### src/rtl/vlb_mem_arb_if.sv
`default_nettype none
// ============================================================================
// Module      : vlb_mem_arb_if
// Description : Bundles the requester-side and memory-side channels that are
//               shared between the VLB refill walkers, the memory arbiter and
//               the memory port.
// Revision    : 1.0 - initial release
// ============================================================================
interface vlb_mem_arb_if #(
    parameter int N     = 4,
    parameter int MCN_W = 58
);
    logic [N-1:0]       req_i_valid;
    logic [N-1:0]       req_i_ready;
    logic [N*MCN_W-1:0] req_i_bits_mcn;
    logic [N-1:0]       kill_i;
    logic [N-1:0]       resp_o_valid;
    logic [511:0]       resp_o_bits_data;
    logic               mem_req_o_valid;
    logic               mem_req_o_ready;
    logic [MCN_W-1:0]   mem_req_o_bits_mcn;
    logic               mem_resp_i_valid;
    logic               mem_resp_i_ready;
    logic [511:0]       mem_resp_i_bits_data;
    logic               busy_o;

    // Arbiter side
    modport slave (
        input  req_i_valid, req_i_bits_mcn, kill_i,
        input  mem_req_o_ready, mem_resp_i_valid, mem_resp_i_bits_data,
        output req_i_ready, resp_o_valid, resp_o_bits_data,
        output mem_req_o_valid, mem_req_o_bits_mcn, mem_resp_i_ready, busy_o
    );

    // Requester / memory side
    modport master (
        output req_i_valid, req_i_bits_mcn, kill_i,
        output mem_req_o_ready, mem_resp_i_valid, mem_resp_i_bits_data,
        input  req_i_ready, resp_o_valid, resp_o_bits_data,
        input  mem_req_o_valid, mem_req_o_bits_mcn, mem_resp_i_ready, busy_o
    );
endinterface
`default_nettype wire

### src/rtl/vlb_mem_arb.sv
`default_nettype none
// ============================================================================
// Module      : vlb_mem_arb
// Description : Round-robin arbiter for VLB line fetches onto one memory
//               request port, with an in-order owner FIFO that steers each
//               response beat back to its requester and drops killed fetches.
// Revision    : 1.0 - initial release
// ============================================================================
module vlb_mem_arb #(
    parameter int N     = 4,
    parameter int DEPTH = 4,
    parameter int MCN_W = 58
) (
    input  logic         clk,
    input  logic         rst_n,
    vlb_mem_arb_if.slave bus
);
    localparam int IDX_W = (N > 1) ? $clog2(N) : 1;
    localparam int AW    = (DEPTH > 1) ? $clog2(DEPTH) : 1;
    localparam int CNT_W = AW + 1;

    logic [N-1:0]       pending;
    logic [IDX_W-1:0]   rr_ptr;
    logic [IDX_W-1:0]   fifo_owner [DEPTH];
    logic [DEPTH-1:0]   fifo_killed;
    logic [AW-1:0]      wr_ptr;
    logic [AW-1:0]      rd_ptr;
    logic [CNT_W-1:0]   count;
    logic [N-1:0]       resp_valid;
    logic [511:0]       resp_data;

    logic [N-1:0]       eligible;
    logic [IDX_W-1:0]   grant;
    logic [IDX_W-1:0]   next_rr;
    logic               any_eligible;
    logic               full;
    logic               req_valid;
    logic               fire;
    logic [IDX_W-1:0]   head_owner;
    logic               pop;
    logic               deliver;
    logic [DEPTH-1:0]   occupied;
    logic [AW-1:0]      slot_off;

    // Index reached by stepping 'off' positions from the round-robin pointer
    function automatic logic [IDX_W-1:0] rot_idx(input logic [IDX_W-1:0] base,
                                                 input int off);
        int s;
        s = int'(base) + off;
        if (s >= N) s = s - N;
        return IDX_W'(s);
    endfunction

    assign eligible = bus.req_i_valid & ~pending & ~bus.kill_i;

    // Round-robin search; scanning from the far end lets the closest hit win
    always_comb begin
        grant        = '0;
        any_eligible = 1'b0;
        for (int i = N - 1; i >= 0; i--) begin
            if (eligible[rot_idx(rr_ptr, i)]) begin
                grant        = rot_idx(rr_ptr, i);
                any_eligible = 1'b1;
            end
        end
    end

    assign next_rr    = (int'(grant) == N - 1) ? '0 : grant + 1'b1;
    assign full       = (count == CNT_W'(DEPTH));
    assign req_valid  = any_eligible & ~full;
    assign fire       = req_valid & bus.mem_req_o_ready;
    assign head_owner = fifo_owner[rd_ptr];
    assign pop        = bus.mem_resp_i_valid & (count != '0);
    assign deliver    = pop & ~fifo_killed[rd_ptr] & ~bus.kill_i[head_owner];

    // Marks which FIFO slots hold a live fetch, counted from the read pointer
    always_comb begin
        occupied = '0;
        slot_off = '0;
        for (int j = 0; j < DEPTH; j++) begin
            slot_off    = AW'(j) - rd_ptr;
            occupied[j] = (CNT_W'(slot_off) < count);
        end
    end

    assign bus.mem_req_o_valid    = req_valid;
    assign bus.mem_req_o_bits_mcn = bus.req_i_bits_mcn[int'(grant)*MCN_W +: MCN_W];
    assign bus.req_i_ready        = fire ? (N'(1) << grant) : '0;
    assign bus.mem_resp_i_ready   = 1'b1;
    assign bus.resp_o_valid       = resp_valid;
    assign bus.resp_o_bits_data   = resp_data;
    assign bus.busy_o             = (count != '0) | (|resp_valid);

    // Grant bookkeeping, owner FIFO maintenance and registered response
    always_ff @(posedge clk or negedge rst_n) begin
        if (!rst_n) begin
            pending     <= '0;
            rr_ptr      <= '0;
            wr_ptr      <= '0;
            rd_ptr      <= '0;
            count       <= '0;
            fifo_killed <= '0;
            resp_valid  <= '0;
            resp_data   <= '0;
            for (int j = 0; j < DEPTH; j++) begin
                fifo_owner[j] <= '0;
            end
        end else begin
            // A requester is never both popped and granted in one cycle,
            // since a grant needs its pending bit to be clear already.
            pending <= (pending & ~(pop ? (N'(1) << head_owner) : '0))
                     | (fire ? (N'(1) << grant) : '0);
            count   <= count + CNT_W'(fire) - CNT_W'(pop);
            if (fire) begin
                rr_ptr <= next_rr;
                wr_ptr <= wr_ptr + 1'b1;
            end
            if (pop) begin
                rd_ptr <= rd_ptr + 1'b1;
            end
            for (int j = 0; j < DEPTH; j++) begin
                if (occupied[j] && bus.kill_i[fifo_owner[j]]) begin
                    fifo_killed[j] <= 1'b1;
                end
            end
            // The write slot is free, so this never collides with a kill mark
            if (fire) begin
                fifo_owner[wr_ptr]  <= grant;
                fifo_killed[wr_ptr] <= 1'b0;
            end
            resp_valid <= deliver ? (N'(1) << head_owner) : '0;
            if (deliver) begin
                resp_data <= bus.mem_resp_i_bits_data;
            end
        end
    end
endmodule
`default_nettype wire

### src/flat_wrapper.sv
// flat-port wrapper written by rule: the top's interface ports become plain ports
module vlb_mem_arb_flat 
#(
    parameter int N     = 4,
    parameter int DEPTH = 4,
    parameter int MCN_W = 58
)
  (clk, rst_n, bus_req_i_valid, bus_req_i_bits_mcn, bus_kill_i, bus_mem_req_o_ready, bus_mem_resp_i_valid, bus_mem_resp_i_bits_data, bus_req_i_ready, bus_resp_o_valid, bus_resp_o_bits_data, bus_mem_req_o_valid, bus_mem_req_o_bits_mcn, bus_mem_resp_i_ready, bus_busy_o);
  vlb_mem_arb_if #(.N(N), .MCN_W(MCN_W)) bus_i ();
  input  logic clk;
  input  logic rst_n;
  input wire logic [$bits(bus_i.req_i_valid)-1:0] bus_req_i_valid;
  input wire logic [$bits(bus_i.req_i_bits_mcn)-1:0] bus_req_i_bits_mcn;
  input wire logic [$bits(bus_i.kill_i)-1:0] bus_kill_i;
  input wire logic [$bits(bus_i.mem_req_o_ready)-1:0] bus_mem_req_o_ready;
  input wire logic [$bits(bus_i.mem_resp_i_valid)-1:0] bus_mem_resp_i_valid;
  input wire logic [$bits(bus_i.mem_resp_i_bits_data)-1:0] bus_mem_resp_i_bits_data;
  output wire logic [$bits(bus_i.req_i_ready)-1:0] bus_req_i_ready;
  output wire logic [$bits(bus_i.resp_o_valid)-1:0] bus_resp_o_valid;
  output wire logic [$bits(bus_i.resp_o_bits_data)-1:0] bus_resp_o_bits_data;
  output wire logic [$bits(bus_i.mem_req_o_valid)-1:0] bus_mem_req_o_valid;
  output wire logic [$bits(bus_i.mem_req_o_bits_mcn)-1:0] bus_mem_req_o_bits_mcn;
  output wire logic [$bits(bus_i.mem_resp_i_ready)-1:0] bus_mem_resp_i_ready;
  output wire logic [$bits(bus_i.busy_o)-1:0] bus_busy_o;
  assign bus_i.req_i_valid = bus_req_i_valid;
  assign bus_i.req_i_bits_mcn = bus_req_i_bits_mcn;
  assign bus_i.kill_i = bus_kill_i;
  assign bus_i.mem_req_o_ready = bus_mem_req_o_ready;
  assign bus_i.mem_resp_i_valid = bus_mem_resp_i_valid;
  assign bus_i.mem_resp_i_bits_data = bus_mem_resp_i_bits_data;
  assign bus_req_i_ready = bus_i.req_i_ready;
  assign bus_resp_o_valid = bus_i.resp_o_valid;
  assign bus_resp_o_bits_data = bus_i.resp_o_bits_data;
  assign bus_mem_req_o_valid = bus_i.mem_req_o_valid;
  assign bus_mem_req_o_bits_mcn = bus_i.mem_req_o_bits_mcn;
  assign bus_mem_resp_i_ready = bus_i.mem_resp_i_ready;
  assign bus_busy_o = bus_i.busy_o;
  vlb_mem_arb #(.N(N), .DEPTH(DEPTH), .MCN_W(MCN_W)) u_core (.clk(clk), .rst_n(rst_n), .bus(bus_i));
endmodule
### config.mk
export PLATFORM = sky130hd
export DESIGN_NAME = vlb_mem_arb_flat
export DESIGN_NICKNAME = d
export VERILOG_FILES = /design/src/rtl/vlb_mem_arb_if.sv /design/src/rtl/vlb_mem_arb.sv /design/src/flat_wrapper.sv
export SDC_FILE = /design/constraint.sdc
export NUM_CORES = 1
export LEC_CHECK = 0
export CORE_AREA = 8 8 521 523
export CTS_CLUSTER_SIZE = 8
export DETAILED_ROUTE_END_ITERATION = 12
export DIE_AREA = 0 0 529 531
export MAX_ROUTING_LAYER = met4
export PLACE_DENSITY = 0.3
export SLEW_MARGIN = 10
export SYNTH_ARGS = -nofsm -noshare
export SYNTH_HDL_FRONTEND = slang
export SYNTH_SLANG_ARGS = --single-unit
export TNS_END_PERCENT = 20
### constraint.sdc
create_clock -name clk -period 6.54 [get_ports clk]
set_input_delay 1.962 -clock clk [delete_from_list [all_inputs] [get_ports clk]]
set_output_delay 1.962 -clock clk [all_outputs]
set_load 0.03 [all_outputs]
==> impl_metrics.json <==
{
  "combinationalPowerShare_pct": 54.0,
  "final_common_cell": "clkdlybuf4s50_1",
  "clock-sinks": 541,
  "root_buffer": "clkbuf_16",
  "hp-start": "u_core.bus.resp_o_bits_data[408]$_DFFE_PN0P_",
  "cts_made_buffers": 85,
  "grt_max_degree": 102,
  "nNetsFinal": 3665,
  "endpoint_kind": "output pin",
  "synth-async-reset-ratio_pct": 100.0,
  "hold_class": "flip-flop to flip-flop",
  "gp_congestion": 0.8283,
  "place.port_buffers": 1335,
  "worstHoldEndpoint": "u_core.bus.resp_o_bits_data[408]$_DFFE_PN0P_",
  "drc": 0,
  "ys_ff_latch": 541,
  "grt_first_pass_wirelength_mm": 222.1,
  "post_cts_buffers": 0,
  "die_w_um": 529,
  "drt-total-wl_mm": 175.0,
  "vias": 18920,
  "powerDensity_nw_per_um2": 524.5,
  "clockPowerShare_pct": 19.6,
  "finalPower_mw": 22.73,
  "start_kind": "input pin",
  "gr-total-overflow": 0,
  "clkTransAtPathRegs_ns": 0.05,
  "ant_nets": 0,
  "syn_nets": 2282,
  "multi_input_area_um2": 8315,
  "hold_path_depth": 1,
  "worstReg2RegEnd": "u_core.bus.resp_o_bits_data[183]$_DFFE_PN0P_",
  "max-cap-violations": 0,
  "synthesis.area_um2": 22720,
  "syn_avg_cell_area_um2": 15.03,
  "num_io_pins": 1337,
  "grt_use_total_pct": 12.22,
  "slew_violations": 0,
  "p_sw_mw": 10.10,
  "coreArea_um2": 263400,
  "irDropWorstVdd_mv": 0.2209,
  "cts_tree": "done",
  "layout_common_cells": "1271 x clkdlybuf4s50_1, 541 x dfrtp_1, 480 x mux2_1, 86 x clkbuf_16, 69 x nand2_1",
  "finalHoldViolCount": 0,
  "routed_via_density": 2.906,
  "cp_max_fo": 92,
  "first_iter_violations": 627,
  "path_class": "input pin to output pin",
  "fin_crit_ns": 6.385,
  "ys.flop_type": "dfrtp_1",
  "cp.required_ns": 4.58,
  "detail_route.wl_per_cell_um": 26.87,
  "seqPwrFrac_pct": 26.4,
  "r2r_cells": 7,
  "antenna_found_initial": 90,
  "first_global_vias": 20920,
  "relSlewSlack_pct": 38.04,
  "r2r-start": "u_core.rd_ptr[0]$_DFFE_PN0P_",
  "synthDistinctLibCells": 46,
  "r2r_setup_slack_ns": 3.09,
  "post-route-period-util_pct": 97.63,
  "insertion_delay_ns": 0.69,
  "htreeDepth": 3,
  "fp-row-count": 189,
  "finClkSkew_ns": 0.04410,
  "rsz0062_at_grt": "false",
  "drive_gt1_share_pct": 9.735,
  "finalSetupViolCount": 0,
  "p_int_mw": 12.63,
  "area_growth_pct": 90.78,
  "cp.arrival_ns": 4.42,
  "clockBufferDepth": 3,
  "ys.warnings.count": 0,
  "start_util_pct": 8.623,
  "synth_edf_count": 0,
  "worst_pin_slew_ns": 0.9265,
  "seq_area_um2": 13540,
  "dieArea_um2": 280900,
  "firstDrtPassIters": 5,
  "syn_inst": 1511,
  "yosysSeqAreaShare_pct": 59.59,
  "p_leak_nw": 16.83,
  "setup-tns-final_ns": 0,
  "whs_ns": 0.4786,
  "p_sw_share_pct": 44.43,
  "fillers": 29320,
  "dp_hpwl_mm": 148.8,
  "max_freq_mhz": 156.6,
  "outcome": "finished, final reports clean",
  "die_y_um": 531
}
area by class of cell:
class | count | area share, %
diodes | 41 | 0.2367
clock buffers | 117 | 5.465
clock inverters | 14 | 0.6005
inverters | 14 | 0.1213
multi-input cells | 860 | 19.19
flip-flops and latches | 541 | 31.24
well taps | 3533 | 10.20
repair buffers | 1392 | 32.95
power by group through the flow:
stage | clock [mW] | sequential [mW] | combinational (mW)
after floorplan | 0 | 8.94 | 2.99
after global placement | 0 | 6.04 | 12.8
after detailed placement | 0 | 6.07 | 12.7
after CTS | 4.76 | 6.05 | 12.8
after global routing | 4.84 | 6.25 | 13.1
final | 4.46 | 6.01 | 12.3
worst max-delay path, stage by stage:
cell and delay [ns]:
clkdlybuf4s50_1 0.57, or4b_2 0.61, o21ai_0 0.19, a211oi_4 0.16, buf_12 0.23, a21oi_1 0.21, a22oi_1 0.10, buf_4 0.16
buf_12 0.13
worst max-delay path by stage:
| stage | startpoint | endpoint | cells past startpoint |
|---|---|---|---|
| after floorplan | bus_kill_i[1] | bus_mem_req_o_bits_mcn[15] | 9 |
| after global routing | bus_req_i_valid[2] | bus_mem_req_o_bits_mcn[5] | 9 |
| after global placement | bus_kill_i[0] | bus_mem_req_o_bits_mcn[16] | 9 |
| final | bus_req_i_valid[0] | bus_mem_req_o_bits_mcn[5] | 9 |
| after CTS | bus_kill_i[0] | bus_mem_req_o_bits_mcn[56] | 9 |
| after detailed placement | bus_kill_i[0] | bus_mem_req_o_bits_mcn[56] | 9 |
state kept, by name, indices dropped and copies added (netlist names):
signal	cells
u_core.fifo_owner	8
u_core.fifo_killed	4
u_core.bus.resp_o_bits_data	512
u_core.rr_ptr	2
u_core.count	3
u_core.bus.resp_o_valid	4
u_core.rd_ptr	2
u_core.pending	4
u_core.wr_ptr	2
cell usage after synthesis, drive strengths merged (3+ instances only):
library cell	n	area (µm²)
a21o	4	30.03
a21oi	67	346.6
a22oi	58	435.4
and2	4	25.02
buf	67	719.4
clkbuf	29	108.9
dfrtp	541	13540
ha	14	175.2
inv	13	48.79
mux2	523	5889
mux2i	63	630.6
mux4	6	135.1
nand2	69	259.0
nand3	5	25.02
nor3	5	25.02
nor3b	3	22.52
o21a	6	45.04
o21ai	5	25.02
xnor2	6	52.55
repair_timing:
action,in CTS,in global routing
setup endpoints to repair,0,9
resized for setup,0,1
hold buffers,0,0
metal layers:
metal,share of wire (%),GRT usage [%]
met1,36,12.29
met5,0,-
met4,2.6,2.817
met3,10,5.183
met2,51,22.01
logic make-up after synthesis:
kind of cell / count (synthesis) / share of synthesized area (%)
muxes: 592 / 29.30
DFF: 541 / 59.59
and+or+nand+nor: 99 / 1.977
buffers and inverters: 110 / 3.877
other: 1 / 0.01651
AOI/OAI and AO/OA: 147 / 4.147
adders and majority gates: 15 / 0.8592
xor gates and xnor gates: 6 / 0.2313
metrics by stage:
step / instance area [µm²] / util (%) / cells / setup slack [ns]
floorplan: 22720 / - / 1511 / 0.4378
global placement: 40610 / 15.41 / 6340 / 0.1526
detailed placement: 40610 / 15.41 / 6340 / 0.1076
CTS: 43230 / 16.41 / 6471 / 0.1021
global route: 43300 / 16.44 / 6497 / 0.0007647
finish: 43340 / 16.45 / 6512 / 0.1547
(Power assumes the default switching activity.)
